### config.mk
export PLATFORM = sky130hd
export DESIGN_NAME = poly_io_ctrl
export DESIGN_NICKNAME = d
export VERILOG_FILES = /design/src/rtl/poly_io_ctrl.sv
export SDC_FILE = /design/constraint.sdc
export NUM_CORES = 1
export LEC_CHECK = 0
export ABC_AREA = 0
export BUFFER_PORTS_ARGS = -buffer_cell sky130_fd_sc_hd__clkbuf_2
export CAP_MARGIN = 40
export CORE_UTILIZATION = 55
export CTS_BUF_LIST = sky130_fd_sc_hd__clkbuf_16
export DETAILED_ROUTE_END_ITERATION = 8
export PLACE_DENSITY = 0.81
export SLEW_MARGIN = 20
export SYNTH_ARGS = -nofsm -noshare
export SYNTH_HDL_FRONTEND = slang
export SYNTH_SLANG_ARGS = --single-unit
### constraint.sdc
create_clock -name clk -period 3.2 [get_ports clk]
set_input_delay 0.16 -clock clk [delete_from_list [all_inputs] [get_ports clk]]
set_output_delay 0.16 -clock clk [all_outputs]
set_load 0.03 [all_outputs]
### src/rtl/poly_io_ctrl.sv
// Polynomial I/O controller: streams N coefficients into interleaved banks, kicks the
// NTT core, then streams the result back out through a 2-entry read buffer.
module poly_io_ctrl #(
  parameter int DATA_WIDTH = 12,
  parameter int ADDR_WIDTH = 8,
  parameter int N          = 256,
  parameter int NB         = 8,
  parameter int TIMEOUT    = 4095,
  localparam int SW        = $clog2(NB)
) (
  input  logic                  clk,
  input  logic                  rst,
  input  logic                  run,
  output logic                  busy,
  output logic                  done,
  output logic                  err,
  input  logic                  s_valid,
  output logic                  s_ready,
  input  logic [DATA_WIDTH-1:0] s_data,
  output logic                  m_valid,
  input  logic                  m_ready,
  output logic [DATA_WIDTH-1:0] m_data,
  output logic                  m_last,
  output logic                  bk_wen,
  output logic [SW-1:0]         bk_wsel,
  output logic [ADDR_WIDTH-1:0] bk_waddr,
  output logic [DATA_WIDTH-1:0] bk_wdata,
  output logic                  bk_ren,
  output logic [SW-1:0]         bk_rsel,
  output logic [ADDR_WIDTH-1:0] bk_raddr,
  input  logic [DATA_WIDTH-1:0] bk_rdata,
  output logic                  core_start,
  input  logic                  core_finish
);

  localparam int IW = (N > 1) ? $clog2(N) : 1;
  localparam int CW = $clog2(TIMEOUT + 1);
  localparam logic [IW-1:0] LAST_K  = IW'(N - 1);
  localparam logic [CW-1:0] TO_LAST = CW'(TIMEOUT - 1);

  typedef enum logic [2:0] {
    S_IDLE   = 3'd0,
    S_LOAD   = 3'd1,
    S_START  = 3'd2,
    S_WAIT   = 3'd3,
    S_UNLOAD = 3'd4,
    S_DONE   = 3'd5
  } state_e;

  state_e                state_q, state_d;
  logic [IW-1:0]         ld_idx_q, ld_idx_d;
  logic [IW-1:0]         rd_idx_q, rd_idx_d;
  logic [IW-1:0]         out_idx_q, out_idx_d;
  logic                  rd_all_q, rd_all_d;
  logic [CW-1:0]         wait_cnt_q, wait_cnt_d;
  logic                  err_q, err_d;
  logic                  inflight_q, inflight_d;
  logic [DATA_WIDTH-1:0] mem0_q, mem0_d, mem1_q, mem1_d;
  logic                  wr_ptr_q, wr_ptr_d, rd_ptr_q, rd_ptr_d;
  logic [1:0]            cnt_q, cnt_d;
  logic                  hs_s, pop_s, ren_s;
  logic [2:0]            occ_s;

  // Next-state, index counters and output-buffer bookkeeping.
  always_comb begin
    state_d    = state_q;
    ld_idx_d   = ld_idx_q;
    rd_idx_d   = rd_idx_q;
    out_idx_d  = out_idx_q;
    rd_all_d   = rd_all_q;
    wait_cnt_d = wait_cnt_q;
    err_d      = err_q;
    mem0_d     = mem0_q;
    mem1_d     = mem1_q;
    hs_s  = (state_q == S_LOAD) && s_valid;
    pop_s = (cnt_q != 2'd0) && m_ready;
    // Occupancy net of this cycle's pop, so the stream sustains one word per cycle.
    occ_s = {1'b0, cnt_q} - {2'b00, pop_s} + {2'b00, inflight_q};
    ren_s = (state_q == S_UNLOAD) && !rd_all_q && (occ_s < 3'd2);
    case (state_q)
      S_IDLE: begin
        if (run) begin
          state_d  = S_LOAD;
          ld_idx_d = {IW{1'b0}};
          err_d    = 1'b0;
        end else begin
          state_d  = S_IDLE;
        end
      end
      S_LOAD: begin
        if (hs_s && (ld_idx_q == LAST_K)) begin
          state_d  = S_START;
        end else if (hs_s) begin
          ld_idx_d = ld_idx_q + IW'(1);
        end else begin
          ld_idx_d = ld_idx_q;
        end
      end
      S_START: begin
        state_d    = S_WAIT;
        wait_cnt_d = {CW{1'b0}};
      end
      S_WAIT: begin
        if (core_finish) begin
          state_d   = S_UNLOAD;
          rd_idx_d  = {IW{1'b0}};
          out_idx_d = {IW{1'b0}};
          rd_all_d  = 1'b0;
        end else if (wait_cnt_q == TO_LAST) begin
          state_d = S_IDLE;
          err_d   = 1'b1;
        end else begin
          wait_cnt_d = wait_cnt_q + CW'(1);
        end
      end
      S_UNLOAD: begin
        if (ren_s && (rd_idx_q == LAST_K)) begin
          rd_all_d = 1'b1;
        end else if (ren_s) begin
          rd_idx_d = rd_idx_q + IW'(1);
        end else begin
          rd_idx_d = rd_idx_q;
        end
        if (pop_s && (out_idx_q == LAST_K)) begin
          state_d = S_DONE;
        end else if (pop_s) begin
          out_idx_d = out_idx_q + IW'(1);
        end else begin
          out_idx_d = out_idx_q;
        end
      end
      S_DONE: begin
        state_d = S_IDLE;
      end
      default: begin
        state_d = S_IDLE;
      end
    endcase
    inflight_d = ren_s;
    if (inflight_q && wr_ptr_q) begin
      mem1_d = bk_rdata;
    end else if (inflight_q) begin
      mem0_d = bk_rdata;
    end else begin
      mem0_d = mem0_q;
    end
    wr_ptr_d = wr_ptr_q ^ inflight_q;
    rd_ptr_d = rd_ptr_q ^ pop_s;
    cnt_d    = cnt_q + {1'b0, inflight_q} - {1'b0, pop_s};
  end

  // State and datapath registers with synchronous reset.
  always_ff @(posedge clk) begin
    if (rst) begin
      state_q    <= S_IDLE;
      ld_idx_q   <= {IW{1'b0}};
      rd_idx_q   <= {IW{1'b0}};
      out_idx_q  <= {IW{1'b0}};
      rd_all_q   <= 1'b0;
      wait_cnt_q <= {CW{1'b0}};
      err_q      <= 1'b0;
      inflight_q <= 1'b0;
      mem0_q     <= {DATA_WIDTH{1'b0}};
      mem1_q     <= {DATA_WIDTH{1'b0}};
      wr_ptr_q   <= 1'b0;
      rd_ptr_q   <= 1'b0;
      cnt_q      <= 2'd0;
    end else begin
      state_q    <= state_d;
      ld_idx_q   <= ld_idx_d;
      rd_idx_q   <= rd_idx_d;
      out_idx_q  <= out_idx_d;
      rd_all_q   <= rd_all_d;
      wait_cnt_q <= wait_cnt_d;
      err_q      <= err_d;
      inflight_q <= inflight_d;
      mem0_q     <= mem0_d;
      mem1_q     <= mem1_d;
      wr_ptr_q   <= wr_ptr_d;
      rd_ptr_q   <= rd_ptr_d;
      cnt_q      <= cnt_d;
    end
  end

  // Bank buses are zeroed when idle so nothing toggles without an enable.
  assign busy       = (state_q != S_IDLE);
  assign done       = (state_q == S_DONE);
  assign err        = err_q;
  assign s_ready    = (state_q == S_LOAD);
  assign core_start = (state_q == S_START);
  assign bk_wen     = hs_s;
  assign bk_wsel    = hs_s ? ld_idx_q[SW-1:0] : {SW{1'b0}};
  assign bk_waddr   = hs_s ? ADDR_WIDTH'(ld_idx_q >> SW) : {ADDR_WIDTH{1'b0}};
  assign bk_wdata   = hs_s ? s_data : {DATA_WIDTH{1'b0}};
  assign bk_ren     = ren_s;
  assign bk_rsel    = ren_s ? rd_idx_q[SW-1:0] : {SW{1'b0}};
  assign bk_raddr   = ren_s ? ADDR_WIDTH'(rd_idx_q >> SW) : {ADDR_WIDTH{1'b0}};
  assign m_valid    = (cnt_q != 2'd0);
  assign m_data     = rd_ptr_q ? mem1_q : mem0_q;
  assign m_last     = m_valid && (out_idx_q == LAST_K);

endmodule

After elaboration in Yosys (flattened, before gate mapping)
Index checks and enable logic that the tools add are counted.
{ "totals": {"in_bits": 30, "output_inout_bits": 55, "elab_cells": 107, "ff_bits": 70} }
{ "op_classes": {"addsub": 8, "muxes": 33, "bitwise_logic": 3, "n_eq_ne": 24, "reduce_logical": 25, "magnitude_cmp": 1} }
{ "ops": {"columns": ["operator", "n"], "rows": [
  ["$mux W8", 8],
  ["$mux W12", 4],
  ["$pmux W8 S2", 3],
  ["$add A8 B1 Y8 const B", 3],
  ["$eq A8 B8 Y1 const B", 3],
  ["$pmux W12 S2", 1],
  ["$ne A2 B2 Y1 const B", 10],
  ["$mux W3", 6],
  ["$reduce_and A4 Y1", 4],
  ["$pmux W3 S5", 1],
  ["$add A12 B1 Y12 const B", 1],
  ["$eq A12 B12 Y1 const B", 1],
  ["$mux W5", 2],
  ["$reduce_bool A2 Y1", 5],
  ["$logic_and A1 B1 Y1", 9],
  ["$reduce_and A3 Y1", 3],
  ["$ne A2 B1 Y1 const B", 4],
  ["$eq A3 B2 Y1 const B", 2],
  ["$eq A3 B3 Y1 const B", 2],
  ["$mux W1", 6],
  ["$pmux W1 S2", 2],
  ["$add A3 B1 Y3", 1],
  ["$eq A3 B1 Y1 const B", 1],
  ["$logic_not A3 Y1", 1],
  ["10 further kinds", 11]
]} }

Depth between registers and ports, before layout
Gate-level depths: netlist of run 1.
{ "depth": {"depth_word": 9, "ltp_mapped": 11, "depth_no_buf": 11} }

Least setup slack after synthesis of run 1
No wires, ideal clock.
{ "synth_path": {"path_kind": "flip-flop to output port", "startpoint": "reg cnt_q[1]", "endpoint": "out bk_raddr[1]", "arrival_time_ps": 2903, "t_required_ps": 3040, "stages_incl_launch_ff": 11, "path_buffers": 0, "slack_ps": 137, "cell_sequence": "dfxtp_1 > o21ai_0 > inv_1 > ha_1 > inv_1 > ha_1 > inv_1 > fa_1 > nor2b_1 > nand2_1 > nor3_1"} }
{ "synth_between": {"elab_chain_len": 7} }
{ "synth_lines": {"columns": ["item", "line_no", "text"], "rows": [
  ["start: declaration", "60", "logic [1:0] cnt_q, cnt_d;"],
  ["start signal: assignment", "181", "cnt_q <= cnt_d;"],
  ["$reduce_bool A2 Y1", "76", "pop_s = (cnt_q != 2'd0) && m_ready;"],
  ["$logic_and A1 B1 Y1", "76", null],
  ["$sub A2 B1 Y3 (*)", "78", "occ_s = {1'b0, cnt_q} - {2'b00, pop_s} + {2'b00, inflight_q};"],
  ["$add A3 B1 Y3 (*)", "78", null],
  ["$lt A3 B2 Y1 (*)", "79", "ren_s = (state_q == S_UNLOAD) && !rd_all_q && (occ_s < 3'd2);"],
  ["$logic_and A1 B1 Y1 (*)", "79", null],
  ["$mux W5 (*)", "197", "assign bk_raddr = ren_s ? ADDR_WIDTH'(rd_idx_q >> SW) : {ADDR_WIDTH{1'b0}};"],
  ["end: declaration", "30", "output logic [ADDR_WIDTH-1:0] bk_raddr,"]
]} }
Every way passes the cells marked *; elsewhere a longest branch is shown, timed or not.

Worst setup path in the final report of run 1
Ends and elaborated chain as after synthesis.

==> reports/results.tsv, run 1 <==
stage	metric	value	unit
setup_path	CP max stage cell	fa_1	
routing	drt via density	5.96	
final_layout	Final Non-Filler Cells	617	
final_layout	Final nets	556	
power	Power Total	2.58	mW
status	outcome	finished, final reports clean	
routing	routed vias	3680	
timing	final max-slew violation count	0	
setup_path	crit-path max FO	5	
synth	async set-reset flop share out of synthesis	0	
timing	Clock Skew	7.94	ps
grt	first-pass GRT wire length	15.5	mm
power	maximum VDD drop	0.000394	V
clock_tree	maximum clock path buffer count	2	
floorplanning	number of I/O pins	85	
clock_tree	root buffer cell	clkbuf_16	
placed_design	Placed Instances	601	
flow_run	reported max-cap violation count	0	
placed_design	Post-DP HPWL	6.41	mm
synth	Seq/Total Area, Yosys	0.359	
synth	Synthesis Warnings	0	
placed_design	port bufs	78	
clock_tree	CTS tree	done	
routing	Wirelength per Cell	15.4	um
floorplanning	effective utilization at floorplan	0.571	
routing	post-route DRC violation count	0	
routing	drt first pass iters	5	
setup_path	crit path DAT	2850	ps
synth	count of cell types in the netlist	73	
timing	max frequency	332	MHz
final_layout	most common cell after layout, fill and taps aside	clkbuf_2	
setup_path	critical path, cell by cell	o21ai_2, inv_1, ha_1, inv_1, ha_1, inv_1, fa_1, nor2b_2, nand2_1, nor3_1, buf_4	
floorplanning	row cnt	30	
synth	Yosys reg bits	70	
final_layout	sequential cell area	0.00140	mm^2
routing	DRT Wirelength	9.51	mm
grt	largest net degree at the start of global routing	32	
setup_path	Most common cell on crit path	inv_1	
timing	fin crit period	3010	ps
grt	vias in the first global route	3362	
setup_path	CP max stage delay	520	ps
grt	Overflow after GRT	0	
routing	post-route antenna net violation count	0	
timing	Worst-Margin Slew	782	ps
timing	Final Hold Viols	0	
final_layout	ant diodes	0	
timing	final critical-path share of the clock period	0.942	
clock_tree	Post-CTS Setup Inserts	0	
synth	Synth Instances	450	
setup_path	CP endpoint kind	output port	
setup_path	Worst Path Class, Setup	flop to output port	
routing	Initial DRC Count	240	
final_layout	layout cell share with drive strength beyond 1	0.248	
grt	initial antenna violation count	0	
setup_path	Setup crit start kind	flop	
floorplanning	Die X	86.2	um
grt	GRT Util Overall	0.261	
clock_tree	H-tree depth	3	
clock_tree	post-CTS sizing	1	
clock_tree	Worst-path clk slew	60	ps
clock_tree	CTS Sinks	70	
synth	ys flop type	dfxtp_1	
min_path	min-delay worst type	primary input to flop	
final_layout	fillers	584	
floorplanning	die area	0.00743	mm^2
floorplanning	Chip Height	86.2	um
synth	Mapped Area	0.00390	mm^2
floorplanning	Core Region	0.00683	mm^2
final_layout	Multi-input gate area	0.00230	mm^2
power	leak pwr	1.79	nW
clock_tree	worst skew pair latency	340	ps
timing	endpoints failing setup	0	
final_layout	Synth-to-Final Area Change	17.5	%
synth	Avg Synthesized Cell Area	8.67	um^2
synth	number of synthesized flops with an enable pin	0	
timing	Slew HR	0.479	
power	PwrDens	563	mW/mm^2
clock_tree	TritonCTS Buffers	9	
placed_design	gp weighted congestion	0.872	
clock_tree	Hold-fix buffers, CTS	0	
final_layout	most frequent cells in the layout	77 x clkbuf_2, 70 x dfxtp_1, 41 x nor2_1	
setup_path	Required @ worst endpoint	3040	ps
[cell families (layout without fill, tap and decap cells)]
group / Yosys count / count (layout) / share of synthesized area
AND/OR/NAND/NOR: 191 / 191 / 0.272
AO/OA/AOI/OAI: 88 / 88 / 0.161
flip-flops: 70 / 70 / 0.359
buffers and inverters: 47 / 113 / 0.0594
multiplexers: 39 / 39 / 0.105
adder cells (fa/ha/maj): 10 / 10 / 0.0340
XOR/XNOR: 4 / 4 / 0.00898
other: 1 / 6 / 0.000962
[routing by layer]
| metal | GRT usage | part of all wire | vias up |
|---|---|---|---|
| met4 | 0.123 | 0.015 | 0 |
| met1 | 0.319 | 0.42 | 1746 |
| li1 | - | - | 1791 |
| met2 | 0.447 | 0.51 | 131 |
| met5 | 0 | 0 | - |
| met3 | 0.0438 | 0.051 | 12 |
[flip-flops by register name, summed over array words and instances (netlist names)]
signal / count
cnt_q: 2
err: 1
inflight_q: 1
ld_idx_q: 8
mem0_q: 12
mem1_q: 12
out_idx_q: 8
rd_all_q: 1
rd_idx_q: 8
rd_ptr_q: 1
state_q: 3
wait_cnt_q: 12
wr_ptr_q: 1
[cells in the mapped netlist (all sizes together), types with 4 or more instances]
library cell   n  area share
mux2          14       0.040
clkbuf        16       0.021
o32ai          6       0.013
nand3         22       0.028
nor2          42       0.040
inv           17       0.016
ha             9       0.029
a311oi         5       0.013
nor4           4      0.0080
nand4          8       0.017
dfxtp         70        0.36
nand3b         4      0.0077
and3          14       0.023
mux2i         25       0.064
or4           10       0.019
o31ai         10       0.021
nor3          13       0.017
a31oi         11       0.018
buf           14       0.022
o21ai         13       0.017
nand2         30       0.029
and2          20       0.032
a21oi         19       0.024
[power by group]
group	total (mW)	leakage, nW	internal, mW	switching [mW]
Clock	0.976	0.135	0.541	0.435
Sequential	0.975	0.564	0.899	0.0760
Combinational	0.629	1.09	0.215	0.414
Total	2.58	1.79	1.65	0.925
[path summary, 6_finish.rpt]
kind | startpoint | end | slack (ps) | cells after the start
worst max-delay path | cnt_q[1] | bk_raddr[1] | 190 | 11
worst min-delay path | bk_rdata[8] | mem1_q[8] | 70 | 3
worst max register to register | cnt_q[1] | rd_idx_q[7] | 290 | 11
worst min register to register | err | err | 480 | 2
[stage by stage]
| stage | hold WS, ps | util | setup WS, ps | cell area, um^2 | setup TNS (ps) |
|---|---|---|---|---|---|
| floorplan | 307 | - | 137 | 3920 | 0 |
| global placement | 410 | 0.626 | 274 | 4280 | 0 |
| detailed placement | 422 | 0.626 | 181 | 4280 | 0 |
| CTS | 72.3 | 0.668 | 36.7 | 4560 | 0 |
| global route | 99.5 | 0.671 | -9.16 | 4580 | -9.16 |
| finish | 72.4 | 0.671 | 186 | 4580 | 0 |
[worst max-delay path, delay by kind of cell (launching register included)]
family	cells	cell delay, ps
AOI/OAI and AO/OA	1	220
adders and majority gates	3	920
buffers and inverters	4	400
DFF	1	390
and+or+nand+nor	3	600
[layout make-up]
| class | instances | share of cell area |
|---|---|---|
| Clock buffer | 9 | 0.0492 |
| Clock inverter | 7 | 0.0134 |
| Inverter | 17 | 0.0139 |
| Multi-Input combinational cell | 338 | 0.502 |
| Sequential cell | 70 | 0.306 |
| Tap cell | 96 | 0.0262 |
| Timing Repair Buffer | 80 | 0.0890 |
Power figures use the tool's default switching activity.
==> run 2: changes to the inputs <==
Settings changed: CORE_MARGIN from default to 8, CTS_CLUSTER_DIAMETER from default to 120.
==> reports/results.tsv, run 2 (synthesis gave the netlist of run 1 again) <==
stage	metric	value	unit	change
routing	Routed met1 length	4.14	mm	+3.3%
routing	WL met3	673	um	+39%
routing	Wirelength per Cell	15.9	um	+3.4%
final_layout	biggest regs	mem0_q (12), mem1_q (12), wait_cnt_q (12)		
clock_tree	worst skew pair latency	330	ps	about the same
timing	Slew HR	0.502		+0.0231
placed_design	DP Area	0.00428	mm^2	unchanged
floorplanning	Chip Height	100	um	+16%
clock_tree	root buffer cell	clkbuf_16		
clock_tree	Post-CTS Setup Inserts	0		unchanged
floorplanning	effective utilization at floorplan	0.571		unchanged
routing	post-route antenna net violation count	0		unchanged
placed_design	gp weighted congestion	0.916		+5.0%
clock_tree	maximum clock path buffer count	2		unchanged
setup_path	Setup crit start kind	flop		
timing	Final Hold Viols	0		unchanged
clock_tree	Hold-fix buffers, CTS	0		unchanged
routing	routed vias	3641		-1.1%
grt	GRT Util Overall	0.198		-0.0625
placed_design	port bufs	78		unchanged
timing	final critical-path share of the clock period	0.942		about the same
timing	final max-slew violation count	0		unchanged
setup_path	crit-path max FO	8		+3
status	outcome	finished, final reports clean		
clock_tree	H-tree depth	3		unchanged
min_path	Hold Path End	mem0_q[7]		
clock_tree	Worst-path clk slew	70	ps	about the same
grt	largest net degree at the start of global routing	33		+3.1%
min_path	min-delay worst type	primary input to flop		
setup_path	Worst Path Class, Setup	flop to output port		
routing	uppermost layer routed	met4		
setup_path	Required @ worst endpoint	3040	ps	about the same
final_layout	most common cell after layout, fill and taps aside	clkbuf_2		
setup_path	CP endpoint kind	output port		
final_layout	ant diodes	0		unchanged
clock_tree	CTS tree	done		
grt	Overflow after GRT	0		unchanged
min_path	hold path cells	3		unchanged
timing	Worst-Margin Slew	747	ps	-34.7 ps
timing	Clock Skew	7.88	ps	-0.0618 ps
setup_path	worst reg-to-reg path cell count	11		unchanged
setup_path	RR Endpoint	rd_idx_q[7]		
final_layout	Final Instance Area	0.00460	mm^2	+0.30%
setup_path	reg-to-reg slack, setup	340	ps	+50 ps
floorplanning	Core Region	0.00683	mm^2	unchanged
placed_design	Place WS	170	ps	-10.4 ps
routing	drt first pass iters	5		unchanged
routing	DRT Wirelength	9.84	mm	+3.4%
clock_tree	CTS Sinks	70		unchanged
routing	drt via density	5.90		-1.1%
routing	post-route DRC violation count	0		unchanged
floorplanning	die area	0.0100	mm^2	+35%
power	maximum VDD drop	0.000455	V	+16%
final_layout	layout cell share with drive strength beyond 1	0.251		+0.00384
power	Power Total	2.57	mW	-0.33%
floorplanning	Die X	100	um	+16%
clock_tree	TritonCTS Buffers	9		unchanged
timing	max frequency	332	MHz	about the same
routing	Initial DRC Count	321		+34%
final_layout	fillers	573		-1.9%
power	PwrDens	560	mW/mm^2	-0.62%
min_path	hold_sp	bk_rdata[7]		
routing	WL met2	4.90	mm	+0.53%
setup_path	crit path DAT	2850	ps	about the same
placed_design	Post-DP HPWL	6.92	mm	+7.9%
power	leak pwr	1.79	nW	about the same
timing	fin crit period	3010	ps	-0.996 ps
grt	first-pass GRT wire length	16.5	mm	+6.5%
timing	endpoints failing setup	0		unchanged
floorplanning	number of I/O pins	85		unchanged
timing	Final WS setup	187	ps	+0.996 ps
setup_path	RR Startpoint	cnt_q[1]		
grt	vias in the first global route	3611		+7.4%
final_layout	most frequent cells in the layout	77 x clkbuf_2, 70 x dfxtp_1, 41 x nor2_1		
flow_run	reported max-cap violation count	0		unchanged
timing	Setup TNS Final	0	ps	unchanged
final_layout	Final nets	556		unchanged
grt	initial antenna violation count	0		unchanged
final_layout	Synth-to-Final Area Change	17.8	%	
floorplanning	row cnt	30		unchanged
run 2: cell count changes in the layout (fill, tap and decap cells not counted):
cell / before / now
nor4_1: 3 / 2
xor2_2: 0 / 1
xor2_1: 2 / 1
nor4_2: 1 / 2
run 2: report_power, final:
| part | internal (mW) | switching (mW) |
|---|---|---|
| clock network | 0.541 | 0.418 |
| registers | 0.899 | 0.0786 |
| logic | 0.220 | 0.415 |
run 2: final cells by class:
| type | count | area, um^2 | share of cell area |
|---|---|---|---|
| multi-input combinational | 338 | 2320 | 0.504 |
| sequential | 70 | 1400 | 0.305 |
| timing repair buffer | 80 | 408 | 0.0888 |
| clock buffer | 9 | 225 | 0.0490 |
| tap | 96 | 120 | 0.0261 |
| inverter | 17 | 63.8 | 0.0139 |
| clock inverter | 7 | 61.3 | 0.0133 |
run 2: worst max-delay path: stages (launching register included):
cell	delay, ps
dfxtp_1	410
o21ai_2	230
inv_1	80
ha_1	270
inv_1	60
ha_1	130
inv_1	50
fa_1	460
xor2_2	210
nor2_2	220
and3_1	190
clkbuf_2	200
run 2: timing repair:
item                       CTS  global route
resized for setup            1             8
gates cloned                 0             0
setup endpoints to repair    2            10
run 2: worst max-delay path by stage:
stage | startpoint | endpoint | cells after the start
3_3_place_gp | cnt_q[1] | rd_all_q | 11
5_1_grt | cnt_q[1] | bk_raddr[1] | 11
4_1_cts | cnt_q[1] | bk_raddr[1] | 11
6_report | cnt_q[1] | bk_raddr[3] | 11
3_5_place_dp | cnt_q[1] | rd_idx_q[7] | 11
2_1_floorplan | cnt_q[1] | bk_raddr[1] | 10
run 2: layer usage:
layer / global-route usage / up-vias
li1: - / 1782
met1: 0.227 / 1706
met2: 0.341 / 141
met3: 0.0484 / 12
met4: 0.0872 / 0
met5: 0 / -
run 2: through the flow:
step / hold slack [ps] / utilization / std cells
2_1_floorplan: 307 / - / 455
3_3_place_gp: 407 / 0.626 / 601
3_5_place_dp: 424 / 0.626 / 601
4_1_cts: 78.8 / 0.668 / 617
5_1_grt: 90.6 / 0.673 / 617
6_report: 85.6 / 0.673 / 617
==> run 3: changes to the inputs <==
Settings changed: CORE_ASPECT_RATIO from default to 0.75.
==> reports/results.tsv, run 3 (synthesis gave the netlist of run 1 again) <==
stage	metric	value	unit	change
status	outcome	finished, final reports clean		
setup_path	Setup crit start kind	flop		
final_layout	ant diodes	0		unchanged
clock_tree	Post-CTS Setup Inserts	0		unchanged
min_path	hold_sp	bk_rdata[2]		
clock_tree	Worst-path clk slew	70	ps	about the same
power	Reg power frac	0.366		-0.014
setup_path	CP max stage cell	fa_1		
placed_design	gp weighted congestion	0.899		-1.8%
power	Clk pwr share	0.382		+0.009
setup_path	CP delay by family, top	adder cells		
clock_tree	CTS Sinks	70		unchanged
setup_path	Most common cell on crit path	inv_1		
flow_run	reported max-cap violation count	0		unchanged
timing	Slew HR	0.474		-0.0277
routing	routed vias	3636		-0.14%
floorplanning	number of I/O pins	85		unchanged
floorplanning	row cnt	26		-13%
grt	initial antenna violation count	0		unchanged
power	maximum VDD drop	0.000299	V	-34%
timing	final max-slew violation count	0		unchanged
floorplanning	Core Region	0.00683	mm^2	unchanged
floorplanning	Chip Height	88.9	um	-11%
grt	GRT Util Overall	0.201		+0.00274
timing	Clock Skew	5.90	ps	-1.98 ps
final_layout	Core Util, Final	0.675		+0.00183
clock_tree	worst skew pair latency	330	ps	about the same
final_layout	sequential cell area	0.00140	mm^2	unchanged
final_layout	most common cell after layout, fill and taps aside	clkbuf_2		
setup_path	worst reg-to-reg path cell count	11		unchanged
power	PwrDens	577	mW/mm^2	+3.2%
timing	max frequency	333	MHz	+0.40%
setup_path	Worst Path Class, Setup	flop to output port		
timing	final critical-path share of the clock period	0.938		-0.00375
timing	fin crit period	3000	ps	-12.0 ps
setup_path	RR Startpoint	cnt_q[1]		
grt	vias in the first global route	3548		-1.7%
setup_path	critical path, cell by cell	o21ai_2, inv_1, ha_1, inv_1, ha_1, inv_1, fa_1, xor2_1, nor2_4, and3_1, clkbuf_2		
final_layout	fillers	567		-1.0%
routing	DRT Wirelength	9.97	mm	+1.4%
routing	Wirelength per Cell	16.4	um	+3.2%
grt	first-pass GRT wire length	16.8	mm	+1.9%
routing	drt via density	6.00		+1.7%
timing	Setup TNS Final	0	ps	unchanged
timing	Final Hold Viols	0		unchanged
clock_tree	maximum clock path buffer count	2		unchanged
clock_tree	root buffer cell	clkbuf_16		
power	Sw Ratio	0.345		-0.00978
min_path	hold path cells	3		unchanged
floorplanning	die area	0.0101	mm^2	+0.28%
setup_path	CP endpoint kind	output port		
power	cell-internal power	1.74	mW	+5.0%
final_layout	Synth-to-Final Area Change	18.2	%	
routing	post-route DRC violation count	0		unchanged
floorplanning	effective utilization at floorplan	0.571		unchanged
final_layout	Multi-input gate area	0.00232	mm^2	+0.11%
grt	Overflow after GRT	0		unchanged
setup_path	crit path DAT	2840	ps	about the same
grt	largest net degree at the start of global routing	31		-6.1%
setup_path	CP max stage delay	430	ps	-30 ps
routing	drt first pass iters	5		unchanged
power	switching power	917	uW	+0.61%
timing	endpoints failing setup	0		unchanged
placed_design	port bufs	78		unchanged
setup_path	Required @ worst endpoint	3040	ps	about the same
routing	Initial DRC Count	289		-10%
placed_design	Post-DP HPWL	6.92	mm	about the same
routing	post-route antenna net violation count	0		unchanged
final_layout	Final nets	557		+0.18%
min_path	min-delay worst type	primary input to flop		
final_layout	layout cell share with drive strength beyond 1	0.251		-0.000482
final_layout	biggest regs	mem0_q (12), mem1_q (12), wait_cnt_q (12)		
setup_path	Crit path depth	11		unchanged
setup_path	crit path launch	cnt_q[1]		
setup_path	crit-path max FO	8		unchanged
power	Comb pwr share	0.252		+0.005
final_layout	most frequent cells in the layout	77 x clkbuf_2, 70 x dfxtp_1, 41 x nor2_1		
power	leak pwr	1.82	nW	+1.6%
clock_tree	TritonCTS Buffers	9		unchanged
clock_tree	CTS tree	done		
timing	Worst-Margin Slew	789	ps	+41.5 ps
floorplanning	Die X	113	um	+13%
clock_tree	H-tree depth	3		unchanged
setup_path	crit path buf inv count	4		unchanged
-- run 3: per-layer routing --
layer  GRT usage  routed length, um  vias to the layer above
li1            -                  -                     1789
met4      0.0663                146                        0
met1       0.254               4390                     1678
met5           0                  0                        -
met2       0.330               4730                      151
met3      0.0513                708                       18
-- run 3: final cells by class --
cell class                 count  area share
tap                           84      0.0228
timing repair buffer          81      0.0896
multi-input combinational    338       0.503
clock inverter                 7      0.0176
inverter                      17      0.0138
clock buffer                   9      0.0489
sequential                    70       0.304
-- run 3: timing repair --
action,CTS,global route
gates resized for setup,1,8
endpoints found under the hold margin,0,0
cloned,0,0
hold buffers,0,0
setup endpoints to repair,9,12
pin swaps,0,1
-- run 3: power by group through the flow --
stage	logic, mW	registers, mW	clock network [mW]
floorplan	0.505	0.940	0
global placement	0.583	0.986	0
detailed placement	0.595	0.990	0
CTS	0.603	0.970	1.02
global route	0.731	0.981	1.06
finish	0.670	0.974	1.02
-- run 3: metrics by stage --
step	worst slack (ps)	instances	area, um^2	hold WS (ps)	power (mW)
finish	199	606	4610	79.9	2.66
global route	-18.5	606	4610	93.2	2.78
CTS	26.9	606	4580	81.0	2.60
detailed placement	110	590	4270	424	1.58
global placement	249	590	4270	410	1.57
floorplan	137	455	3920	307	1.44
-- run 3: worst register-to-register path: cells and delay by family, from the launching register on --
family	cells	cell delay (ps)
simple gates	2	620
fa+ha+maj	3	930
compound gates	3	660
buf+inv	3	200
flops	1	380
-- run 3: worst paths after layout --
check	end	slack, ps
hold reg to reg	wait_cnt_q[9]	480
setup / recovery	bk_raddr[3]	200
hold / removal	mem1_q[2]	80
setup reg to reg	rd_idx_q[7]	320
